### src/rtl/fc_argmax_reader.sv
// Argmax reader for the fully connected output vector.
// Captures all logits on a handshake, then scans one element per clock and returns the winning index and score.
module fc_argmax_reader #(
  parameter int unsigned DATA_WIDTH   = 16,
  parameter int unsigned OUTPUT_NODES = 10,
  parameter int unsigned IDX_WIDTH    = 4
) (
  input  logic                               clk,
  input  logic                               reset,
  input  logic [DATA_WIDTH*OUTPUT_NODES-1:0] in_data,
  input  logic                               in_valid,
  output logic                               in_ready,
  output logic [IDX_WIDTH-1:0]               out_class,
  output logic [DATA_WIDTH-1:0]              out_score,
  output logic                               out_valid,
  input  logic                               out_ready,
  output logic                               busy
);

  localparam int unsigned LAST = OUTPUT_NODES - 1;
  localparam logic [IDX_WIDTH-1:0] LAST_IDX = IDX_WIDTH'(LAST);

  typedef enum logic [1:0] {IDLE, SCAN, DONE} state_t;

  state_t                                     state_q, state_nxt;
  logic [OUTPUT_NODES-1:0][DATA_WIDTH-1:0]    vec_q, vec_nxt;
  logic [DATA_WIDTH-1:0]                      max_q, max_nxt, elem;
  logic [IDX_WIDTH-1:0]                       idx_q, idx_nxt, cnt_q, cnt_nxt;
  logic [IDX_WIDTH-1:0]                       class_nxt;
  logic [DATA_WIDTH-1:0]                      score_nxt;

  // Next-state and datapath: one shared signed comparator against element[cnt]
  always_comb begin
    state_nxt = state_q;
    vec_nxt   = vec_q;
    max_nxt   = max_q;
    idx_nxt   = idx_q;
    cnt_nxt   = cnt_q;
    class_nxt = out_class;
    score_nxt = out_score;
    elem      = vec_q[cnt_q];
    case (state_q)
      IDLE: begin
        if (in_valid) begin
          vec_nxt = in_data;
          max_nxt = in_data[DATA_WIDTH-1:0];
          idx_nxt = '0;
          if (LAST == 0) begin
            state_nxt = DONE;
            cnt_nxt   = '0;
            class_nxt = '0;
            score_nxt = in_data[DATA_WIDTH-1:0];
          end else begin
            state_nxt = SCAN;
            cnt_nxt   = IDX_WIDTH'(1);
          end
        end
      end
      SCAN: begin
        // Strictly greater only, so ties keep the lower index
        if ($signed(elem) > $signed(max_q)) begin
          max_nxt = elem;
          idx_nxt = cnt_q;
        end
        cnt_nxt = cnt_q + IDX_WIDTH'(1);
        if (cnt_q == LAST_IDX) begin
          state_nxt = DONE;
          cnt_nxt   = '0;
          class_nxt = idx_nxt;
          score_nxt = max_nxt;
        end
      end
      DONE: begin
        if (out_ready) state_nxt = IDLE;
      end
      default: state_nxt = IDLE;
    endcase
  end

  // State, datapath and registered status outputs
  always_ff @(posedge clk or posedge reset) begin
    if (reset) begin
      state_q   <= IDLE;
      vec_q     <= '0;
      max_q     <= '0;
      idx_q     <= '0;
      cnt_q     <= '0;
      out_class <= '0;
      out_score <= '0;
      in_ready  <= 1'b1;
      busy      <= 1'b0;
      out_valid <= 1'b0;
    end else begin
      state_q   <= state_nxt;
      vec_q     <= vec_nxt;
      max_q     <= max_nxt;
      idx_q     <= idx_nxt;
      cnt_q     <= cnt_nxt;
      out_class <= class_nxt;
      out_score <= score_nxt;
      in_ready  <= (state_nxt == IDLE);
      busy      <= (state_nxt == SCAN);
      out_valid <= (state_nxt == DONE);
    end
  end

endmodule

### config.mk
export PLATFORM = sky130hd
export DESIGN_NAME = fc_argmax_reader
export DESIGN_NICKNAME = d
export VERILOG_FILES = /design/src/rtl/fc_argmax_reader.sv
export SDC_FILE = /design/constraint.sdc
export NUM_CORES = 1
export LEC_CHECK = 0
export CELL_PAD_IN_SITES_DETAIL_PLACEMENT = 1
export CELL_PAD_IN_SITES_GLOBAL_PLACEMENT = 1
export CORE_ASPECT_RATIO = 0.9
export CORE_MARGIN = 1
export CORE_UTILIZATION = 43
export CTS_CLUSTER_DIAMETER = 150
export CTS_CLUSTER_SIZE = 20
export DETAILED_ROUTE_END_ITERATION = 7
export PLACE_DENSITY_LB_ADDON = 0.2
export SETUP_SLACK_MARGIN = 0.1
export SLEW_MARGIN = 20
export SYNTH_ARGS = -nofsm -noshare
export SYNTH_HDL_FRONTEND = slang
export SYNTH_SLANG_ARGS = --single-unit
### constraint.sdc
create_clock -name clk -period 12.4 [get_ports clk]
set_input_delay 2.48 -clock clk [delete_from_list [all_inputs] [get_ports clk]]
set_output_delay 2.48 -clock clk [all_outputs]
set_load 0.05 [all_outputs]
==> After elaboration in Yosys (flattened, before gate mapping) <==
Index checks and enable logic that the tools add are counted.
{ "op_classes": {"eq_ne": 6, "mux": 15, "n_reduce_logical": 6, "magnitude_cmp": 2, "n_addsub": 1} }
{ "op_table": {"columns": ["operator", "n"], "rows": [
  ["binary-select mux 16 bit (select 4 bit)", 1],
  ["2-to-1 mux 16 bit", 3],
  ["case mux 16 bit (2 select lines)", 1],
  ["> comparator 16 bit", 1],
  ["2-to-1 mux 4 bit", 4],
  ["case mux 4 bit (2 select lines)", 2],
  ["2-to-1 mux 2 bit", 3],
  ["case mux 2 bit (3 select lines)", 1],
  ["AND reduction 2 bit", 3],
  ["less-than comparator 4 x 5 -> 1 bit, second input constant", 1],
  ["adder 4 x 1 -> 4 bit, second input constant", 1],
  ["== test 2 x 1 -> 1 bit, second input constant", 2],
  ["== test 2 bit, second input constant", 2],
  ["== test 4 bit, second input constant", 1],
  ["logical NOT 2 bit", 2],
  ["inequality test 2 bit, second input constant", 1],
  ["nonzero test 2 bit", 1]
]} }
{ "totals": {"in_bits": 164, "out_inout_bits": 23, "regBits": 209, "wordCells": 49} }

==> Longest topological paths before layout <==
{ "depth": {"word_depth": 5, "depth_mapped": 15, "mapped_depth_nobuf": 11} }

==> Least setup slack after synthesis <==
Ideal clock, no wire load.
{ "synth_path": {"path_type": "register -> register", "start": "register cnt_q[0]", "end": "register max_q[15]", "setup_time_ns": 0.126, "setup_slack_ns": 8.425, "path_buffers": 4, "required_ns": 12.274, "stages_incl_launch_ff": 16, "arrival_ns": 3.849, "synth_period_minus_slack_ns": 3.975, "cell_sequence": "dfrtp_1 -> buf_2 -> buf_2 -> mux4_2 -> mux2i_1 -> o22ai_1 -> ha_1 -> a41o_1 -> a21oi_1 -> nor3_1 -> or4b_4 -> mux2i_4 -> and2_1 -> buf_6 -> buf_6 -> a221o_1"} }
{ "synth_via": {"elab_chain_len": 5} }
{ "synth_lines": {"columns": ["element", "line", "text"], "rows": [
  ["start: declaration", "28", "logic [IDX_WIDTH-1:0] idx_q, idx_nxt, cnt_q, cnt_nxt;"],
  ["start signal: assignment", "98", "cnt_q <= cnt_nxt;"],
  ["binary-select mux 16 bit (select 4 bit) *", "41", "elem = vec_q[cnt_q];"],
  ["2-to-1 mux 16 bit (not written as such) *", "41", null],
  ["> comparator 16 bit", "61", "if ($signed(elem) > $signed(max_q)) begin"],
  ["2-to-1 mux 16 bit *", "61", null],
  ["case mux 16 bit (2 select lines) *", "42", "case (state_q)"],
  ["end signal: assignment", "96", "max_q <= max_nxt;"],
  ["end: declaration", "27", "logic [DATA_WIDTH-1:0] max_q, max_nxt, elem;"]
]} }
Every way passes the cells marked *; elsewhere a longest branch is shown, timed or not. The select of a mux whose other input is x is not followed.
A chain may end at the register's enable or synchronous reset.

==> Worst setup path in the final report <==
Same ends and word-level chain as after synthesis.

==> impl_metrics.tcl <==
set metrics [dict create \
    status "finished, final reports clean" \
    synth_seq_cells 209 \
    max_slew_margin_pct 30.55 \
    endpoint_kind "flip-flop" \
    htreeDepth 1 \
    ir_drop_mv 0.2288 \
    first_global_vias 8045 \
    synth_area_um2 9681 \
    reg2reg_from "cnt_q[0]$_DFFE_PP0P_" \
    synth_cells 989 \
    drive_above_1_share_pct 5.789 \
    worstPathMaxFanout 43 \
    worstPathRequired_ns 12.81 \
    rows 51 \
    crit_path_cell_trace "buf_4, mux4_2, mux2i_1, o22ai_1, ha_1, a41o_1, a21oi_1, nor3_1, or4b_4, mux2i_4, and2_1, a221o_1" \
    diodes 0 \
    clk_pin_slew_worst_paths_ns 0.09 \
    gp_congestion 0.8190 \
    drc 0 \
    slowest_stage "mux2i_4" \
    cts_tree "built" \
    startpoint "cnt_q[0]$_DFFE_PP0P_" \
    synth_compound_area_share_pct 6.811 \
    cellPowerDensity_nw_per_um2 294.6 \
    io_buffers 186 \
    criticalPathCategory "flip-flop to flip-flop" \
    leakagePower_nw 5.990 \
    clockBufferDepth 3 \
    max_clock_freq_mhz 173.8 \
    initial_core_util_pct 44.23 \
    yosysTopAreaCell "dfrtp_1" \
    stdcell_count 1431 \
    synthAdderAreaFrac_pct 2.326 \
    cp_num_buf_inv 1 \
    clkLatencyLatePin_ns 0.48 \
    yosys.area_share.xor_xnor_pct 0 \
    worstHoldStart "vec_q[46]$_DFFE_PP0P_" \
    wl_per_cell_um 20.27 \
    yosysSeqAreaShare_pct 54.04 \
    area_delta_synth_final_pct 25.35 \
    layout.nets 1318 \
    core_um2 21890 \
    cts_setup_buffers 0 \
    cts_hold_buf 0 \
    io-pin-count 187 \
    ant_nets 0 \
    hold_violations 0 \
    critPathLaunchType "flip-flop" \
    slowest_delay_ns 0.82 \
    rsz0062_at_grt "no" \
    antenna_found_initial 0 \
    fp.dieArea_um2 23120 \
    yosys.area.top_type_share_pct 53.77 \
    drt_iter0_drc 549 \
    whs_ns 0.4726 \
    grt_max_degree 136 \
    yosys_warnings 0 \
    grt_pass1_wl_um 45480 \
    dr.pass1.iters 5 \
    cts_root_buf "clkbuf_16" \
    place_inst 1411 \
    cts_resized 0 \
    cp_top_family "multiplexers" \
    slew_viol_final 0 \
    grt-ovfl-total 0 \
    cts_buffers 14 \
    cp.arrival_ns 6.17 \
    vias_per_cell 5.368 \
    synthesis.nets 1171 \
    hp-class "flip-flop to flip-flop" \
    synthMuxAreaShare_pct 12.74 \
    synth_top_family_by_area "simple AND/OR/NAND/NOR gates" \
    fin_crit_ns 5.754 \
    die_h_um 144.3 \
    synth_area_per_cell_um2 9.788 \
    track_usage_pct 25.88 \
    via_count 7682 \
    fin_skew_ns 0.01511 \
    finalSetupTns_ns 0 \
    synth_area_leaders "dfrtp_1 (54%), nand2_1 (18%), mux4_2 (7.4%)" \
    clock_sinks 209 \
    max_slew.worst_pin.slew_ns 1.020 \
    synthSimpleGateAreaFrac_pct 20.73 \
    hpwl_um 20810 \
    fin_crit_sh_pct 46.40 \
    maxCapViolCount 0 \
    die_x_um 160.2 \
    wirelength_um 29010 \
    synth.distinct_cells 39 \
    setup_viol 0 \
]
-- worst paths after layout --
| check | to | slack [ns] | cells after the start |
|---|---|---|---|
| worst max register to register | max_q[15]$_DFFE_PP0P_ | 6.65 | 12 |
| worst min-delay path | vec_q[46]$_DFFE_PP0P_ | 0.47 | 2 |
| worst min register to register | vec_q[46]$_DFFE_PP0P_ | 0.47 | 2 |
| worst max-delay path | max_q[15]$_DFFE_PP0P_ | 6.65 | 12 |
| min in group asynchronous | vec_q[24]$_DFFE_PP0P_ | 2.57 | 2 |
| max in group asynchronous | vec_q[86]$_DFFE_PP0P_ | 8.31 | 3 |
-- area by class of cell --
class	instances	area, µm²
clock inverter	1	16.27
tap	291	364.1
timing repair buffer	193	1918
multi-input combinational	701	4138
sequential	209	5236
inverter	17	71.32
clock buffer	19	390.4
fill	2471	9753
-- cell families (layout without fill, tap and decap cells) --
family / count (synthesis) / count (layout)
flip-flops: 209 / 209
AO/OA/AOI/OAI: 93 / 93
adder cells (fa/ha/maj): 18 / 18
AND/OR/NAND/NOR: 508 / 508
buffers and inverters: 79 / 230
multiplexers: 82 / 82
-- flip-flops by register name (all words and copies together) (netlist names), 2 cells and up --
name	cells
vec_q	160
state_q	2
idx_q	4
out_class	4
out_score	16
cnt_q	4
max_q	16
-- stage by stage --
step / util (%) / worst slack [ns] / cell area (µm²) / power (mW)
6_report: 55.44 / 6.646 / 12130 / 3.574
4_1_cts: 55.41 / 6.718 / 12130 / 3.576
5_1_grt: 55.44 / 6.392 / 12130 / 3.799
2_1_floorplan: - / 4.212 / 9681 / 2.535
3_5_place_dp: 53.55 / 6.761 / 11720 / 3.106
3_3_place_gp: 53.55 / 6.900 / 11720 / 3.017
-- worst register-to-register path: stages, from the launching register on --
cell and delay [ns]:
dfrtp_4 0.58, buf_4 0.68, mux4_2 0.65, mux2i_1 0.25
o22ai_1 0.20, ha_1 0.41, a41o_1 0.24, a21oi_1 0.17
nor3_1 0.07, or4b_4 0.54, mux2i_4 0.82, and2_1 0.80
a221o_1 0.29
-- cells in the mapped netlist (all sizes together) --
cell type and number:
nor2 9, mux2i 50, nor2b 2, o22ai 16, buf 18, a221o 16, nand2 465, a41o 1
dfstp 1, and3b 1, and2 3, o21a 1, or4b 1, nand3 2, inv 17, ha 18
nand3b 2, o31ai 1, dfrtp 208, o211ai 1, a2111oi 1, nand4 4, a21o 18, a21oi 7
o22a 1, nand2b 1, nor3 1, clkbuf 44, and3 17, mux4 32, o41ai 1, a22o 5
o21ai 24
-- per-layer routing --
| layer | wire length (µm) | part of all wire (%) | GRT usage [%] | vias to the layer above |
|---|---|---|---|---|
| met3 | 1589 | 5.5 | 3.872 | 50 |
| met4 | 962 | 3.3 | 8.822 | 0 |
| met2 | 13790 | 48 | 42.84 | 241 |
| li1 | - | - | - | 3570 |
| met1 | 12670 | 44 | 35.07 | 3821 |
| met5 | 0 | 0 | 0 | - |
-- cells in the final DEF, fill, tap and decap left out, types with 2 or more instances in the layout --
cell,instances
nor2_1,9
nand3b_1,2
nand2_1,463
clkbuf_1,4
o22ai_1,16
buf_4,6
o21ai_1,9
mux4_2,32
a22o_1,5
clkdlybuf4s50_1,186
clkbuf_16,15
nor2b_1,2
and3_1,17
o21ai_0,15
ha_1,18
nand3_1,2
inv_1,16
mux2i_1,49
nand4_1,3
and2_1,2
a21oi_1,7
dfrtp_1,206
a21o_1,18
a221o_1,16
-- power breakdown --
part	internal [mW]	total (mW)	switching [mW]	leakage [nW]
sequential	0.991	1.23	0.239	2.62
combinational	0.797	1.88	1.09	3.17
clock	0.223	0.462	0.238	0.196
No activity file was read; power rests on OpenSTA's default activity.
